--- src/rtl/priority_arbiter_param.sv ---
// N-way arbiter with run-time fixed-priority / round-robin selection and a bounded grant tenure.
// One-cycle request-to-grant latency; all outputs registered; holders switch without an idle bubble.
module priority_arbiter_param #(
  parameter int N        = 4,
  parameter int MAX_HOLD = 4,
  parameter int IDW      = $clog2(N)
) (
  input  logic           clk,
  input  logic           reset,
  input  logic [N-1:0]   req,
  input  logic           mode,
  output logic [N-1:0]   grant,
  output logic           grant_valid,
  output logic [IDW-1:0] grant_id
);

  localparam int HCW = (MAX_HOLD > 1) ? $clog2(MAX_HOLD) : 1;
  localparam logic [HCW-1:0] HOLD_LAST = (MAX_HOLD > 1) ? HCW'(MAX_HOLD - 1) : '0;
  localparam logic [IDW:0]   N_W       = (IDW + 1)'(N);
  localparam logic [IDW-1:0] LAST_IDX  = IDW'(N - 1);

  typedef enum logic {IDLE, GRANT} state_t;

  state_t         state;
  logic [IDW-1:0] rr_ptr;
  logic [HCW-1:0] hold_cnt;

  logic [N-1:0]   cand;
  logic           holder_req;
  logic           others;
  logic           tenure_ok;
  logic           keep;
  logic           load;
  logic [N-1:0]   rot;
  logic [IDW-1:0] fp_idx;
  logic [IDW-1:0] rr_off;
  logic [IDW:0]   rr_sum;
  logic [IDW-1:0] rr_idx;
  logic [IDW-1:0] win_idx;
  logic [IDW-1:0] rr_next;
  logic [N-1:0]   win_onehot;

  function automatic logic [IDW-1:0] lowest_set(input logic [N-1:0] v);
    lowest_set = '0;
    for (int i = N - 1; i >= 0; i--) begin
      if (v[i]) lowest_set = IDW'(i);
    end
  endfunction

  // The current holder is always masked out of the candidates: on a voluntary
  // release its request bit is already 0, on a forced release it must lose.
  always_comb begin
    cand       = req & ~grant;
    holder_req = |(req & grant);
    others     = |cand;
    tenure_ok  = (MAX_HOLD == 0) || (hold_cnt < HOLD_LAST);
    keep       = (state == GRANT) && holder_req && (!others || tenure_ok);
    load       = !keep && others;
  end

  // Round-robin: rotate the candidates so rr_ptr lands on bit 0, pick the lowest, rotate back.
  always_comb begin
    rot     = N'({cand, cand} >> rr_ptr);
    fp_idx  = lowest_set(cand);
    rr_off  = lowest_set(rot);
    rr_sum  = {1'b0, rr_ptr} + {1'b0, rr_off};
    rr_idx  = (rr_sum >= N_W) ? IDW'(rr_sum - N_W) : rr_sum[IDW-1:0];
    win_idx = mode ? rr_idx : fp_idx;
    rr_next = (win_idx == LAST_IDX) ? '0 : win_idx + 1'b1;
    win_onehot = {{(N-1){1'b0}}, 1'b1} << win_idx;
  end

  always_ff @(posedge clk or negedge reset) begin
    if (!reset) begin
      state       <= IDLE;
      rr_ptr      <= '0;
      hold_cnt    <= '0;
      grant       <= '0;
      grant_valid <= 1'b0;
      grant_id    <= '0;
    end else if (keep) begin
      if (hold_cnt < HOLD_LAST) hold_cnt <= hold_cnt + 1'b1;
    end else if (load) begin
      state       <= GRANT;
      rr_ptr      <= rr_next;
      hold_cnt    <= '0;
      grant       <= win_onehot;
      grant_valid <= 1'b1;
      grant_id    <= win_idx;
    end else begin
      state       <= IDLE;
      hold_cnt    <= '0;
      grant       <= '0;
      grant_valid <= 1'b0;
      grant_id    <= '0;
    end
  end

endmodule

--- config.mk ---
export PLATFORM = sky130hd
export DESIGN_NAME = priority_arbiter_param
export DESIGN_NICKNAME = d
export VERILOG_FILES = /design/src/rtl/priority_arbiter_param.sv
export SDC_FILE = /design/constraint.sdc
export NUM_CORES = 1
export LEC_CHECK = 0
export CAP_MARGIN = 5
export CORE_MARGIN = 5
export CORE_UTILIZATION = 48
export CTS_BUF_LIST = sky130_fd_sc_hd__clkbuf_4
export CTS_CLUSTER_DIAMETER = 150
export DETAILED_ROUTE_END_ITERATION = 12
export GPL_ROUTABILITY_DRIVEN = 0
export MAX_ROUTING_LAYER = met4
export PLACE_DENSITY = 0.77
export SYNTH_ARGS = -nofsm -noshare
export SYNTH_HDL_FRONTEND = slang
export SYNTH_SLANG_ARGS = --single-unit
--- constraint.sdc ---
create_clock -name clk -period 2.6 [get_ports clk]
set_clock_uncertainty 0.15 [all_clocks]
set_input_delay 0.26 -clock clk [delete_from_list [all_inputs] [get_ports clk]]
set_output_delay 0.26 -clock clk [all_outputs]
set_load 0.005 [all_outputs]
==> results of run 1 <==
## placed cells by master (no fill, tap or decap), types with 2 or more instances in the layout
master	instances
buf_4	24
nand2b_1	2
clkbuf_4	4
inv_1	2
a211oi_1	3
mux2i_1	2
inv_2	2
clkdlybuf4s50_1	9
a21oi_1	4
nand3_1	8
nor2b_4	3
o21ai_1	3
ha_1	4
nor2_1	2
dlygate4sd2_1	2
dlymetal6s2s_1	2
nand2_1	11
nand2_2	2
a21o_1	2
dfrtp_1	11
## cell usage after synthesis
library cell and instances:
inv_1 4, a21oi_1 5, nor2_2 1, nor4_1 2, dfrtp_1 11, a311o_1 1
nand2_2 2, mux2i_1 2, nand3_1 9, xor2_1 1, ha_1 6, o21ai_1 3
nand2b_1 2, nand2_1 11, mux2_1 1, nor2b_4 1, a211oi_1 3, and2b_1 1
or2b_1 1, nor2_1 3, nor2b_2 2, a21o_1 2, a31o_4 1, o21ai_2 1
a2111o_1 1, a22o_2 1, a2111oi_1 1, nand2b_4 1, o21ai_0 1, a22o_1 1
## metrics by stage
step / std cells / setup WS, ns
2_1_floorplan: 82 / 0.00809
3_3_place_gp: 130 / -0.333
3_5_place_dp: 130 / -0.371
4_1_cts: 137 / 0.00552
5_1_grt: 140 / -0.0169
6_report: 140 / 0.0628
## flip-flops by register name, summed over array words and instances, names as in the netlist
register / flops
grant_id: 2
grant: 4
state: 1
rr_ptr: 2
hold_cnt: 2
## final timing paths
kind,cells past startpoint,startpoint,to,slack (ns)
max,12,grant[2],rr_ptr[1],0.06
min,1,reset,grant[3],0.18
max reg2reg,12,grant[2],rr_ptr[1],0.06
min reg2reg,2,grant_id[1],grant_id[1],0.34
max in group asynchronous,1,reset,rr_ptr[0],1.76
min in group clk,2,grant_id[1],grant_id[1],0.34
## layout make-up
type	count	area (um2)
multi-input cells	67	528
clock buffers	4	30.0
inverters	4	15.0
well taps	16	20.0
fillers	93	314
flip-flops and latches	11	275
repair buffers	38	324
## report_power, final
part | switching, uW | leakage (uW) | internal (uW)
logic | 396 | 0.000444 | 456
clock network | 58.1 | 0.0000184 | 69.9
registers | 64.2 | 0.000136 | 242
## per-layer routing
metal	up-vias	GRT usage (%)	part of all wire [%]
met3	6	5.42	6.9
met4	0	2.62	1.4
met5	-	-	0
li1	388	-	-
met1	358	21.9	41
met2	42	32.8	51
## cell families after synthesis
kind of cell,share of synthesized area [%]
and+or+nand+nor,26.3
AOI/OAI and AO/OA,20.8
DFF,35.9
adders and majority gates,9.80
buffers and inverters,1.96
muxes,4.08
xor gates and xnor gates,1.14
## timing repair
| item | in CTS | in global routing |
|---|---|---|
| endpoints found under the setup margin | 1 | 3 |
| setup buffers | 3 | 3 |
| pin swaps | 2 | 5 |
| hold endpoints to repair | 0 | 0 |
| resized for setup | 4 | 13 |
| hold buffers | 0 | 0 |
==> results_dict.tcl, run 1 <==
set metrics [dict create \
    crit_arrival_ns 2.54 \
    clkSlewWorstSetupHoldPaths_ns 0.08 \
    timing.hold.ws_ns 0.178 \
    peakVddDrop_mv 0.773 \
    synth_top_area_cell "dfrtp_1" \
    post-route-period-util_pct 97.6 \
    relSlewSlack_pct 64.8 \
    syn_area_um2 766 \
    status "finished, final reports clean" \
    insertion_delay_ns 0.27 \
    worst_path_most_repeated_cell "inv_2" \
    die-area_um2 2490 \
    final_core_util_pct 79.2 \
    synth.top_cell.area_share_pct 35.9 \
    dp_hpwl_um 1560 \
    drt_wl_total_um 2130 \
    cts_buffers 3 \
    finalHoldViolCount 0 \
    cts-root-buf "clkbuf_4" \
    fin_tns_setup_ns 0 \
    worst_slew_pin_slew_ns 0.527 \
    slew_violations 0 \
    place_area_um2 1060 \
    yosys_warnings 0 \
    antenna_found_initial 0 \
    clockBufferDepth 2 \
    ys_seq_elements 11 \
    dr.pass1.iters 4 \
    worst_setup_path_start_kind "flip-flop" \
    grt_max_degree 12 \
    hp-class "primary input to asynchronous set/reset pin" \
    drtIter0Drc 12 \
    power.density_nw_per_um2 1080 \
    p_total_uw 1290 \
    diodes 0 \
    grtUsageTotal_pct 18.9 \
    start_util_pct 50.8 \
    grt_pass1_wl_um 3620 \
    slowest_delay_ns 0.42 \
    ant_nets 0 \
    p_leak_uw 0.000598 \
    syn2layout_area_growth_pct 55.7 \
    fin_area_um2 1190 \
    crit_family "compound AO/OA/AOI/OAI gates" \
    core_um2 1510 \
    postSynthAreaPerCell_um2 9.34 \
    drc_errors 0 \
    fin_nets 138 \
    grt_pass1_vias 771 \
    dieWidth_um 49.9 \
    wl_per_cell_um 15.2 \
    overflow 0 \
    netlist_top_cells_area "dfrtp_1 36%, ha_1 9.8%, nand3_1 5.9%" \
    worst_path_max_delay_cell "dfrtp_1" \
    clock.fmax_mhz 394 \
    worstPathCellList "buf_6 -> nor2b_4 -> nor2_4 -> nor4_2 -> a2111o_1 -> ha_2 -> inv_2 -> a21o_1 -> a31o_4 -> inv_2 -> ha_4 -> mux2_4" \
    seq_area_frac_synth_pct 35.9 \
    layout_min_cycle_time_ns 2.54 \
    report.final.setup_viol 0 \
    fp.dieH_um 49.9 \
    port_buffers 13 \
    required_ns 2.60 \
    rows 14 \
    vias 794 \
    syn_nets 95 \
    netlist_instances 82 \
    cts_tree "done" \
    cap_violations 0 \
    worstSetupPathType "flip-flop to flip-flop" \
    ctsHtreeMaxLevel 1 \
    final_layout_size_suffix_gt1_share_pct 39.5 \
    cts.sinks 11 \
    cp.buffers_inverters 3 \
    crit_path_end_kind "flip-flop" \
    critPathMaxFanout 4 \
    pin_count 14 \
    netlist-cell-type-count 30 \
    vias_per_cell 5.67 \
]
No activity file was read; power rests on OpenSTA's default activity.
==> run 2, diff against run 1 <==
- ABC_CLOCK_PERIOD_IN_PS: not set -> 2700
- CORE_UTILIZATION: 48 -> 50
- clock period: 2.6 -> 2.7 ns (I/O delays scaled with it)
==> run 2 against run 1 <==
Global-route usage decreased by 0.59 points; die area shrank 3.2%; cell count fell by 4.3%; largest power group unchanged; via count is 5.7% lower; first-iteration DRC count shrank 17%; sequential power down 3%; non-clock buffer count is 6 lower; total power shrank 12%; clock power hardly changed; worst setup slack gained 0.049 ns.
==> results_dict.tcl, run 2 (synthesis results as in run 1) <==
set metrics [dict create \
    status "finished, final reports clean" \
    ctsHtreeMaxLevel 1 \
    final_common_cell "buf_4" \
    regMostFlops "grant" \
    vias_per_cell 5.59 \
    timing.hold.ws_ns 0.178 \
    vias 749 \
    r2r_start "grant[3]" \
    diodes 0 \
    grt_pass1_wl_um 3420 \
    crit_path_end_kind "flip-flop" \
    clock_power_share_pct 11.1 \
    pwr-share-seq_pct 26.3 \
    wl_per_cell_um 14.9 \
    peakVddDrop_mv 0.671 \
    largest_reg_flops 4 \
    rows 14 \
    sw_frac_of_total_pct 40.6 \
    start_util_pct 52.0 \
    clkSlewWorstSetupHoldPaths_ns 0.08 \
    instances_no_fill 134 \
    nFillCells 114 \
    cap_violations 0 \
    cts_buffers 3 \
    grt_pass1_vias 766 \
    final_cell_mix "19 x buf_4, 11 x dfrtp_1, 11 x clkdlybuf4s50_1" \
    core_um2 1470 \
    slew_violations 0 \
    report.final.setup_viol 0 \
    reg2reg_to "rr_ptr[1]" \
    post-route-period-util_pct 95.9 \
    overflow 0 \
    clockBufferDepth 2 \
    relSlewSlack_pct 65.7 \
    drt_wl_total_um 2000 \
    ant_nets 0 \
    worst_slew_pin_slew_ns 0.513 \
    finalHoldViolCount 0 \
    clock.fmax_mhz 386 \
    port_buffers 13 \
    layout_min_cycle_time_ns 2.59 \
    insertion_delay_ns 0.28 \
    critPathMaxFanout 3 \
    worst_slack_ns 0.112 \
    cts-root-buf "clkbuf_4" \
    pin_count 14 \
    worst_setup_path_start_kind "flip-flop" \
    reg2reg_depth 10 \
    crit_arrival_ns 2.59 \
    dp.cells 128 \
    internal_power_uw 672 \
    cts_tree "done" \
    syn2layout_area_growth_pct 44.6 \
    dieWidth_um 49.1 \
    p_leak_uw 0.000542 \
    crit_start "grant[3]" \
    required_ns 2.70 \
    p_sw_uw 459 \
    power.density_nw_per_um2 1020 \
    hp-class "primary input to asynchronous set/reset pin" \
    dp_hpwl_um 1530 \
    drtIter0Drc 10 \
    worstSetupPathType "flip-flop to flip-flop" \
    dp_slack_ns -0.334 \
    dr.pass1.iters 4 \
    grtUsageTotal_pct 18.3 \
    fp.dieH_um 49.1 \
    final_layout_size_suffix_gt1_share_pct 32.2 \
    fin_nets 132 \
    grt_max_degree 12 \
    die-area_um2 2410 \
    combPwrFrac_pct 62.7 \
    regToRegSetupSlack_ns 0.11 \
    drc_errors 0 \
    antenna_found_initial 0 \
    cts.sinks 11 \
]
[run 2: repair_timing]
item / in CTS / in global routing
hold endpoints to repair: 0 / 0
setup buffers: 1 / 1
pin swaps: 0 / 2
resized for setup: 5 / 6
hold buffers: 0 / 0
endpoints found under the setup margin: 1 / 3
[run 2: how the worst max path moves through the flow]
| stage | end | slack, ns |
|---|---|---|
| 5_1_grt | rr_ptr[1] | -0.01 |
| 3_3_place_gp | rr_ptr[1] | -0.31 |
| 4_1_cts | rr_ptr[1] | 0.03 |
| 3_5_place_dp | rr_ptr[1] | -0.33 |
| 2_1_floorplan | rr_ptr[1] | 0.04 |
| 6_report | rr_ptr[1] | 0.11 |
[run 2: metal layers]
layer	wire (um)	GRT usage [%]	vias up
li1	-	-	369
met1	836	21.3	355
met2	1010	30.5	19
met3	130	6.12	6
met4	23	3.59	0
met5	0	-	-
[run 2: per-stage QoR]
stage,util (%),total power (uW),cell area [um2],TNS (ns)
finish,75.3,1130,1110,0
global route,75.3,1240,1110,-0.0111
CTS,73.6,1110,1080,0
detailed placement,70.9,968,1040,-0.889
global placement,70.9,941,1040,-0.802
floorplan,-,666,766,0
[run 2: power groups by stage]
stage          registers, uW  clock network, uW  logic, uW
5_1_grt                  308                138        792
3_5_place_dp             297                  0        672
3_3_place_gp             292                  0        649
6_report                 297                125        709
4_1_cts                  294                128        690
2_1_floorplan            293                  0        373
[run 2: final cells by class]
cell class	count	area (um2)	share of cell area, %
Inverter	4	15.0	1.36
Multi-Input combinational cell	67	497	44.9
Timing Repair Buffer	32	270	24.4
Tap cell	16	20.0	1.81
Clock buffer	4	30.0	2.71
Sequential cell	11	275	24.9
[run 2: critical path, stage by stage (launching register included)]
cell and delay (ns):
dfrtp_1 0.40, buf_4 0.15, nand2b_4 0.13, buf_4 0.14
a2111oi_1 0.39, a311o_1 0.20, nand3_1 0.10, a31o_4 0.26
inv_2 0.06, ha_1 0.21, mux2_1 0.28
